### src/rtl/pwm_capture_if.sv
// Register-side bundle of the PWM capture block: PWM inputs, per-channel
// enables, the shared prescaler, and the per-channel measurement results.
interface pwm_capture_if #(
  parameter int NCH = 3
);
  logic [NCH-1:0]         pwm_i;
  logic [NCH-1:0]         enable_i;
  logic [31:0]            prescaler_i;
  logic [NCH-1:0][31:0]   period_o;
  logic [NCH-1:0][31:0]   duty_o;
  logic [NCH-1:0]         valid_o;
  logic [NCH-1:0]         timeout_o;

  modport master (
    output pwm_i, enable_i, prescaler_i,
    input  period_o, duty_o, valid_o, timeout_o
  );
  modport slave (
    input  pwm_i, enable_i, prescaler_i,
    output period_o, duty_o, valid_o, timeout_o
  );
endinterface

### src/rtl/pwm_capture.sv
// PWM input capture: per-channel period and high-time measurement in prescaled
// ticks, with a one-cycle valid strobe per capture and a sticky timeout flag.
module pwm_capture_ch #(
  parameter logic [31:0] TIMEOUT = 32'hFFFF_FFFF
) (
  input  logic        clk_i,
  input  logic        rstn_i,
  input  logic        pwm_i,
  input  logic        en_i,
  input  logic        tick_i,
  output logic [31:0] period_o,
  output logic [31:0] duty_o,
  output logic        valid_o,
  output logic        timeout_o
);
  typedef enum logic [1:0] {IDLE, ARM, MEAS} state_e;

  state_e      state_q, state_d;
  logic        s1_q, sync_q, prev_q;
  logic [31:0] per_q, per_d, hi_q, hi_d;
  logic [31:0] period_q, period_d, duty_q, duty_d;
  logic        valid_q, valid_d, to_q, to_d;
  logic        rise;

  assign rise = sync_q & ~prev_q;

  always_ff @(posedge clk_i or negedge rstn_i) begin
    if (!rstn_i) begin
      state_q  <= IDLE;
      s1_q     <= 1'b0;
      sync_q   <= 1'b0;
      prev_q   <= 1'b0;
      per_q    <= '0;
      hi_q     <= '0;
      period_q <= '0;
      duty_q   <= '0;
      valid_q  <= 1'b0;
      to_q     <= 1'b0;
    end else begin
      state_q  <= state_d;
      s1_q     <= pwm_i;
      sync_q   <= s1_q;
      prev_q   <= sync_q;
      per_q    <= per_d;
      hi_q     <= hi_d;
      period_q <= period_d;
      duty_q   <= duty_d;
      valid_q  <= valid_d;
      to_q     <= to_d;
    end
  end

  always_comb begin
    state_d  = state_q;
    per_d    = per_q;
    hi_d     = hi_q;
    period_d = period_q;
    duty_d   = duty_q;
    valid_d  = 1'b0;
    to_d     = to_q;
    if (!en_i) begin
      state_d = IDLE;
      per_d   = '0;
      hi_d    = '0;
      to_d    = 1'b0;
    end else begin
      unique case (state_q)
        IDLE: begin
          state_d = ARM;
          per_d   = '0;
          hi_d    = '0;
        end
        ARM: if (rise) begin
          state_d = MEAS;
          per_d   = {31'b0, tick_i};
          hi_d    = {31'b0, tick_i};
        end
        MEAS: begin
          // A rise always wins over a timeout landing in the same cycle.
          if (rise) begin
            period_d = per_q;
            duty_d   = hi_q;
            valid_d  = 1'b1;
            to_d     = 1'b0;
            per_d    = {31'b0, tick_i};
            hi_d     = {31'b0, tick_i};
          end else if (tick_i) begin
            if (per_q == TIMEOUT) begin
              to_d    = 1'b1;
              state_d = ARM;
              per_d   = '0;
              hi_d    = '0;
            end else begin
              per_d = per_q + 32'd1;
              hi_d  = hi_q + {31'b0, sync_q};
            end
          end
        end
        default: state_d = IDLE;
      endcase
    end
  end

  assign period_o  = period_q;
  assign duty_o    = duty_q;
  assign valid_o   = valid_q;
  assign timeout_o = to_q;
endmodule

module pwm_capture #(
  parameter int          NCH     = 3,
  parameter logic [31:0] TIMEOUT = 32'hFFFF_FFFF
) (
  input  logic          clk_i,
  input  logic          rstn_i,
  pwm_capture_if.slave  bus
);
  logic [31:0]          cnt_q, cnt_d;
  logic                 tick;
  logic [NCH-1:0][31:0] per_w, duty_w;
  logic [NCH-1:0]       val_w, to_w;

  // Shared prescaler; a prescaler drop below cnt wraps through 2^32.
  assign tick = (cnt_q == bus.prescaler_i);

  always_comb begin
    cnt_d = cnt_q + 32'd1;
    if (~|bus.enable_i || tick) cnt_d = '0;
  end

  always_ff @(posedge clk_i or negedge rstn_i) begin
    if (!rstn_i) cnt_q <= '0;
    else         cnt_q <= cnt_d;
  end

  for (genvar n = 0; n < NCH; n++) begin : g_ch
    pwm_capture_ch #(.TIMEOUT(TIMEOUT)) u_ch (
      .clk_i     (clk_i),
      .rstn_i    (rstn_i),
      .pwm_i     (bus.pwm_i[n]),
      .en_i      (bus.enable_i[n]),
      .tick_i    (tick),
      .period_o  (per_w[n]),
      .duty_o    (duty_w[n]),
      .valid_o   (val_w[n]),
      .timeout_o (to_w[n])
    );
  end

  assign bus.period_o  = per_w;
  assign bus.duty_o    = duty_w;
  assign bus.valid_o   = val_w;
  assign bus.timeout_o = to_w;
endmodule

### src/flat_wrapper.sv
// flat-port wrapper written by rule: the top's interface ports become plain ports
module pwm_capture_flat 
#(
  parameter int          NCH     = 3,
  parameter logic [31:0] TIMEOUT = 32'hFFFF_FFFF
)
  (clk_i, rstn_i, bus_pwm_i, bus_enable_i, bus_prescaler_i, bus_period_o, bus_duty_o, bus_valid_o, bus_timeout_o);
  pwm_capture_if #(.NCH(NCH)) bus_i ();
  input  logic clk_i;
  input  logic rstn_i;
  input wire logic [$bits(bus_i.pwm_i)-1:0] bus_pwm_i;
  input wire logic [$bits(bus_i.enable_i)-1:0] bus_enable_i;
  input wire logic [$bits(bus_i.prescaler_i)-1:0] bus_prescaler_i;
  output wire logic [$bits(bus_i.period_o)-1:0] bus_period_o;
  output wire logic [$bits(bus_i.duty_o)-1:0] bus_duty_o;
  output wire logic [$bits(bus_i.valid_o)-1:0] bus_valid_o;
  output wire logic [$bits(bus_i.timeout_o)-1:0] bus_timeout_o;
  assign bus_i.pwm_i = bus_pwm_i;
  assign bus_i.enable_i = bus_enable_i;
  assign bus_i.prescaler_i = bus_prescaler_i;
  assign bus_period_o = bus_i.period_o;
  assign bus_duty_o = bus_i.duty_o;
  assign bus_valid_o = bus_i.valid_o;
  assign bus_timeout_o = bus_i.timeout_o;
  pwm_capture #(.NCH(NCH), .TIMEOUT(TIMEOUT)) u_core (.clk_i(clk_i), .rstn_i(rstn_i), .bus(bus_i));
endmodule
### config.mk
export PLATFORM = sky130hd
export DESIGN_NAME = pwm_capture_flat
export DESIGN_NICKNAME = d
export VERILOG_FILES = /design/src/rtl/pwm_capture_if.sv /design/src/rtl/pwm_capture.sv /design/src/flat_wrapper.sv
export SDC_FILE = /design/constraint.sdc
export NUM_CORES = 1
export LEC_CHECK = 0
export BUFFER_PORTS_ARGS = -buffer_cell sky130_fd_sc_hd__clkbuf_2
export CAP_MARGIN = 20
export CORE_MARGIN = 5
export CORE_UTILIZATION = 45
export CTS_CLUSTER_SIZE = 16
export DETAILED_ROUTE_END_ITERATION = 16
export HOLD_SLACK_MARGIN = 0.15
export PLACE_DENSITY = 0.68
export SKIP_CTS_REPAIR_TIMING = 1
export SYNTH_ARGS = -nofsm -noshare
export SYNTH_HDL_FRONTEND = slang
export SYNTH_SLANG_ARGS = --single-unit
export TNS_END_PERCENT = 1
### constraint.sdc
create_clock -name clk_i -period 6.8 [get_ports clk_i]
set_input_delay 0 -clock clk_i [delete_from_list [all_inputs] [get_ports clk_i]]
set_output_delay 0 -clock clk_i [all_outputs]
set_load 0.05 [all_outputs]
* Word level (Yosys, flattened, before mapping)
Cells that the tools add are included.
** Operators by class
- Add/sub/neg operators :: 7
- Bitwise operators :: 6
- Muxes and demuxes :: 76
- Equal/unequal tests :: 37
- Reductions and logical operators :: 18
** Operators by type and width (number)
- 32-bit 2-to-1 mux :: 28
- 32-bit case mux with 3 select lines :: 6
- 32-bit by 1-bit adder with 32-bit output, second input constant :: 4
- 32-bit by 1-bit adder with 32-bit output :: 3
- 32-bit == test, second input constant :: 3
- 32-bit == test :: 1
- 2-bit 2-to-1 mux :: 15
- 3-bit inequality test, second input constant :: 10
- 3-bit AND reduction :: 9
- 1-bit 2-to-1 mux :: 24
- 3-bit by 1-bit inequality test with 1-bit output, second input constant :: 6
- 2-bit case mux with 3 select lines :: 3
- 4-bit by 1-bit inequality test with 1-bit output, second input constant :: 3
- 4-bit AND reduction :: 3
- 4-bit by 3-bit inequality test with 1-bit output, second input constant :: 2
- 2-bit by 1-bit == test with 1-bit output, second input constant :: 3
- 2-bit == test, second input constant :: 3
- 2-bit zero test :: 3
- 2-bit by 1-bit inequality test with 1-bit output, second input constant :: 3
- 3-bit by 2-bit inequality test with 1-bit output, second input constant :: 2
- 4-bit inequality test, second input constant :: 1
- 1-bit AND :: 3
- 1-bit NOT :: 3
- 3-bit OR reduction :: 1
- other kinds (2) :: 2
** Storage, ports and cells
- Word-level logic and storage cells :: 175
- Register bits :: 437
- Output and inout bits :: 198

* Depth between registers and ports, before layout
- Depth in word-level cells :: 6
- Gate-level depth with buffers :: 12

* Modules after synthesis
From an unflattened synthesis, not the netlist that was laid out.
** Second synthesis, totals
- Cells, all modules :: 2004
- Area total of the unflattened synthesis :: 20661.1 µm²
** By module, submodules not included
- pwm_capture_ch (u_core.g_ch[0].u_ch) :: area an instance 6264.8 µm², instances 1, cells each 561, seq. area each 3378.2 µm²
- pwm_capture_ch (u_core.g_ch[1].u_ch) :: area an instance 6244.7 µm², instances 1, cells each 687, seq. area each 3378.2 µm²
- pwm_capture_ch (u_core.g_ch[2].u_ch) :: area an instance 6164.7 µm², instances 1, cells each 553, seq. area each 3378.2 µm²
- pwm_capture :: area an instance 1986.9 µm², instances 1, cells each 203, seq. area each 800.8 µm²

* Worst setup path after synthesis
OpenSTA, ideal clock, no wires.
- Kind :: reg2reg
- From :: register u_core.g_ch[0].u_ch.state_q[0]
- To :: register u_core.g_ch[0].u_ch.per_q[21]
- Library setup time :: 77 ps
- Required time :: 6723 ps
- Path buffers :: 3
- Path slack :: 4287 ps
- Stages on the path, launching flop included :: 13
- Data arrival time :: 2435 ps
- Cells stage by stage :: dfrtp_1 inv_1 ha_1 buf_2 nor3_1 a21oi_1 nor2b_1 buf_4 or4_4 or2_4 clkbuf_1 or3_1 a21oi_1
** On the way
- Word-level cells in the longest chain between the ends :: 3
- Elaborated cells between the ends (all ways) :: 9
** RTL lines
- start, declared :: line pwm_capture.sv:18 : state_e state_q, state_d;
- start signal, assigned :: line pwm_capture.sv:40 : state_q <= state_d;
- 2-bit == test, or another cell as far along :: line pwm_capture.sv:67 : unique case (state_q)
- 4-bit by 1-bit inequality test with 1-bit output (no line), or another cell as far along
- 3-bit AND reduction (no line) or 32-bit 2-to-1 mux (tied branches)
- end signal, assigned :: line pwm_capture.sv:44 : per_q <= per_d;
- end, declared :: line pwm_capture.sv:20 : logic [31:0] per_q, per_d, hi_q, hi_d;
Several ways; a longest one is shown, not always the timed one.
A chain may end at the register's enable or synchronous reset.

* Worst setup path after layout
- From :: register u_core.g_ch[2].u_ch.per_q[0]
- To :: register u_core.g_ch[2].u_ch.hi_q[3]
** On the way
- Word-level cells in the longest chain between the ends :: 6
** RTL lines
- start, declared :: line pwm_capture.sv:20
- start signal, assigned :: line pwm_capture.sv:44
- 32-bit == test :: line pwm_capture.sv:88 : if (per_q == TIMEOUT) begin
- 32-bit 2-to-1 mux :: line pwm_capture.sv:88
- 32-bit 2-to-1 mux :: line pwm_capture.sv:87 : end else if (tick_i) begin
- 32-bit 2-to-1 mux :: line pwm_capture.sv:80 : if (rise) begin
- 32-bit case mux with 3 select lines :: line pwm_capture.sv:67
- 32-bit 2-to-1 mux :: line pwm_capture.sv:61 : if (!en_i) begin
- end signal, assigned :: line pwm_capture.sv:45 : hi_q <= hi_d;
- end, declared :: line pwm_capture.sv:20
Every way passes these cells. The select of a mux whose other input is x is not followed.

==> results by group <==
Routing
  • DRT iter0 DRCs: 1167
  • DRT Pass-1 Iters: 5
  • Drt via density: 5.56
  • DRC: 0
  • Total Wirelength: 50.2 mm
  • Avg WL per Cell: 17.1 um
  • Routed via count: 16300
  • Antenna viol nets, final: 0

Synth
  • Number of synthesized flops with an enable pin: 0
  • Synthesized instance count: 2084
  • Syn Nets: 2146
  • Synth warnings: 0
  • Mapped Area: 0.0205 mm2
  • Avg Inst Size Synth: 9.85 um2
  • Sequential-to-total area share from yosys stat: 53.3%
  • Synth Flop Type: dfrtp_1
  • Synthesized flop and latch total: 437
  • Synth async-reset ratio: 100%
  • Unique cell type count in the Yosys netlist: 64

Worst setup path
  • Required time of the critical path: 7250 ps
  • Worst R2R End: u_core.g_ch[2].u_ch.hi_q[3]
  • R2R setup slack: 3510 ps
  • Crit-path max FO: 33
  • R2r worst-path depth: 9
  • Crit Path Class: reg -> reg
  • Critical Path Start Type: register
  • Arrival time at the worst endpoint: 3730 ps
  • Reg-to-Reg Start: u_core.g_ch[2].u_ch.per_q[0]
  • Crit. End Element: register

GRT
  • Largest net degree at the start of global routing: 158
  • Initial antenna violation count: 1
  • Total global routing track utilization: 19.8%
  • Gr ovfl total: 0
  • First-pass GRT wire length: 84.1 mm
  • Vias in the first global route: 16000

Layout
  • Share of post-route cells with drive strength above 1: 20.8%
  • Most frequent cells in the layout: dfrtp_1, nand2_1, clkbuf_2, o21ai_0, nor2_1
  • Non-filler instance count after layout: 2933
  • Nets: 2358
  • Antenna diodes: 0
  • P&R area growth vs syn: 17.1%
  • Commonest non-fill, non-tap cell in the layout: dfrtp_1
  • Finished Cell Area: 0.0240 mm2

Timing
  • Slew headroom: 32.0%
  • Fin Setup TNS: 0 ps
  • Slew Limit Fails: 0
  • Final min period: 3290 ps
  • F_max: 304 MHz
  • RSZ-0062 raised after global routing: false
  • Max Clock Skew: 16.7 ps
  • Final clock period utilization by the worst path: 48.4%
  • Hold Vio Cnt, Final: 0
  • Slew at the pin with the worst max-slew slack: 1020 ps
  • Final setup fails: 0
  • Hold slack: 139 ps

Clocking
  • Clock Pin Slew Worst Setup and Hold Paths: 60 ps
  • CTS tree: built
  • Clock sink total: 437
  • Num CTS Buffers: 48
  • CTS root buf: clkbuf_16
  • H-tree levels: 2
  • Max clock buf depth: 3
  • Skew-Pair Late Insertion Delay: 580 ps

Placed design
  • Gp weighted congestion: 0.834
  • IO buf count: 237
  • Placed cell area: 0.0222 mm2
  • Hpwl dp: 33.5 mm
  • Cells after DPL: 2833

Floorplanning
  • Starting density of the core: 45.3%
  • Site Rows: 78
  • Core area: 0.0453 mm2
  • Die H: 224 um
  • Die width: 224 um
  • IO Pins: 238
  • Die area: 0.0500 mm2

Pwr
  • PwrDens: 263 mW/mm2
  • Leak pwr: 11.3 nW
  • Worst VDD drop: 0.000160 V
  • Post-layout total power: 0.00632 W

Run status
  • Status: finished, final reports clean

Job
  • Max capacitance violation total: 0

Min path
  • Hold crit path type: in -> async
[how the worst max path moves through the flow]
stage                                              start                       endpoint  slack (ps)
after floorplan           u_core.g_ch[0].u_ch.state_q[0]  u_core.g_ch[0].u_ch.per_q[21]        4290
after global placement                  u_core.cnt_q[17]    u_core.g_ch[2].u_ch.hi_q[9]        3630
after detailed placement                u_core.cnt_q[17]   u_core.g_ch[2].u_ch.hi_q[20]        3550
after CTS                               u_core.cnt_q[17]    u_core.g_ch[2].u_ch.hi_q[9]        3530
after global routing        u_core.g_ch[1].u_ch.per_q[0]   u_core.g_ch[1].u_ch.hi_q[25]        3190
final                       u_core.g_ch[2].u_ch.per_q[0]    u_core.g_ch[2].u_ch.hi_q[3]        3510
[state kept, by name, indices dropped and copies added, names as in the netlist]
register / cells
u_core.g_ch.u_ch.prev_q: 3
u_core.g_ch.u_ch.hi_q: 96
u_core.cnt_q: 32
u_core.g_ch.u_ch.s1_q: 3
u_core.g_ch.u_ch.sync_q: 3
u_core.g_ch.u_ch.state_q: 6
u_core.g_ch.u_ch.timeout_o: 3
u_core.g_ch.u_ch.valid_o: 3
u_core.g_ch.u_ch.per_q: 96
u_core.g_ch.u_ch.duty_o: 96
u_core.g_ch.u_ch.period_o: 96
[report_power, final]
part           total (W)  leakage [nW]  internal (W)  switching [W]
Clock            0.00276         0.835       0.00168        0.00108
Sequential       0.00269          6.07       0.00264      0.0000481
Combinational   0.000873          4.43      0.000240       0.000633
Total            0.00632          11.3       0.00457        0.00176
[synthesized netlist by cell type (2+ instances only)]
| library cell | n | area [um2] |
|---|---|---|
| a211o_1 | 2 | 17.5 |
| a21oi_1 | 68 | 340 |
| a22o_1 | 6 | 52.6 |
| a31oi_1 | 24 | 150 |
| and2_1 | 19 | 119 |
| and3_1 | 39 | 244 |
| and3_2 | 3 | 22.5 |
| and4_1 | 13 | 114 |
| buf_1 | 5 | 18.8 |
| buf_2 | 28 | 140 |
| buf_4 | 11 | 82.6 |
| clkbuf_1 | 61 | 229 |
| dfrtp_1 | 437 | 10900 |
| ha_1 | 22 | 275 |
| inv_1 | 36 | 135 |
| mux2_2 | 115 | 1290 |
| mux2i_1 | 3 | 30.0 |
| nand2_1 | 319 | 1200 |
| nand2b_1 | 17 | 106 |
| nand3_1 | 86 | 430 |
| nand4_1 | 49 | 307 |
| nor2_1 | 182 | 683 |
| nor2b_1 | 20 | 125 |
| nor3_1 | 28 | 140 |
| nor4_1 | 15 | 93.8 |
| nor4_4 | 2 | 42.5 |
| nor4b_1 | 11 | 96.3 |
| o211a_1 | 2 | 20.0 |
| o211ai_1 | 2 | 15.0 |
| o21a_1 | 2 | 15.0 |
| o21ai_0 | 197 | 986 |
| o21ai_1 | 6 | 30.0 |
| o22ai_1 | 5 | 31.3 |
| o31ai_1 | 75 | 563 |
| o41ai_1 | 19 | 166 |
| or2_2 | 3 | 18.8 |
| or3_1 | 23 | 144 |
| or3_2 | 6 | 45.0 |
| or4_1 | 4 | 30.0 |
| or4b_1 | 2 | 20.0 |
| xnor2_1 | 78 | 683 |
| xor2_1 | 17 | 149 |
[per-stage QoR]
step	utilization, %	setup WS (ps)
global route	53.1	3190
detailed placement	49.1	3550
global placement	49.1	3630
CTS	52.8	3530
finish	53.1	3510
floorplan	-	4290
[layer usage]
layer / GRT usage (%) / share of wire, % / vias to the layer above
li1: - / - / 7754
met1: 27.9 / 45 / 8053
met2: 31.9 / 48 / 424
met3: 4.09 / 5.6 / 80
met4: 4.82 / 2.0 / 2
met5: 0 / 0.014 / -
[logic make-up after synthesis]
logic type,share of synthesized area (%)
flops,53.3
simple gates,19.9
compound gates,12.0
mux,6.45
fa+ha+maj,1.34
buf+inv,3.02
xor+xnor,4.05
[worst max-delay path, cell delays in order (launching register included)]
cell,delay [ps]
dfrtp_1,470
ha_1,240
nand3_2,140
nor4_4,550
nand4_1,280
nand4_1,200
a211o_1,540
buf_4,480
nand2b_1,150
o21ai_0,70
[final cells by class]
| cell class | instances | area, um2 |
|---|---|---|
| clock buffer | 69 | 1420 |
| clock inverter | 18 | 263 |
| fill | 4065 | 21200 |
| inverter | 37 | 139 |
| multi-input combinational | 1504 | 9030 |
| sequential | 437 | 10900 |
| tap | 600 | 751 |
| timing repair buffer | 268 | 1500 |
No activity file was read; power rests on OpenSTA's default activity.
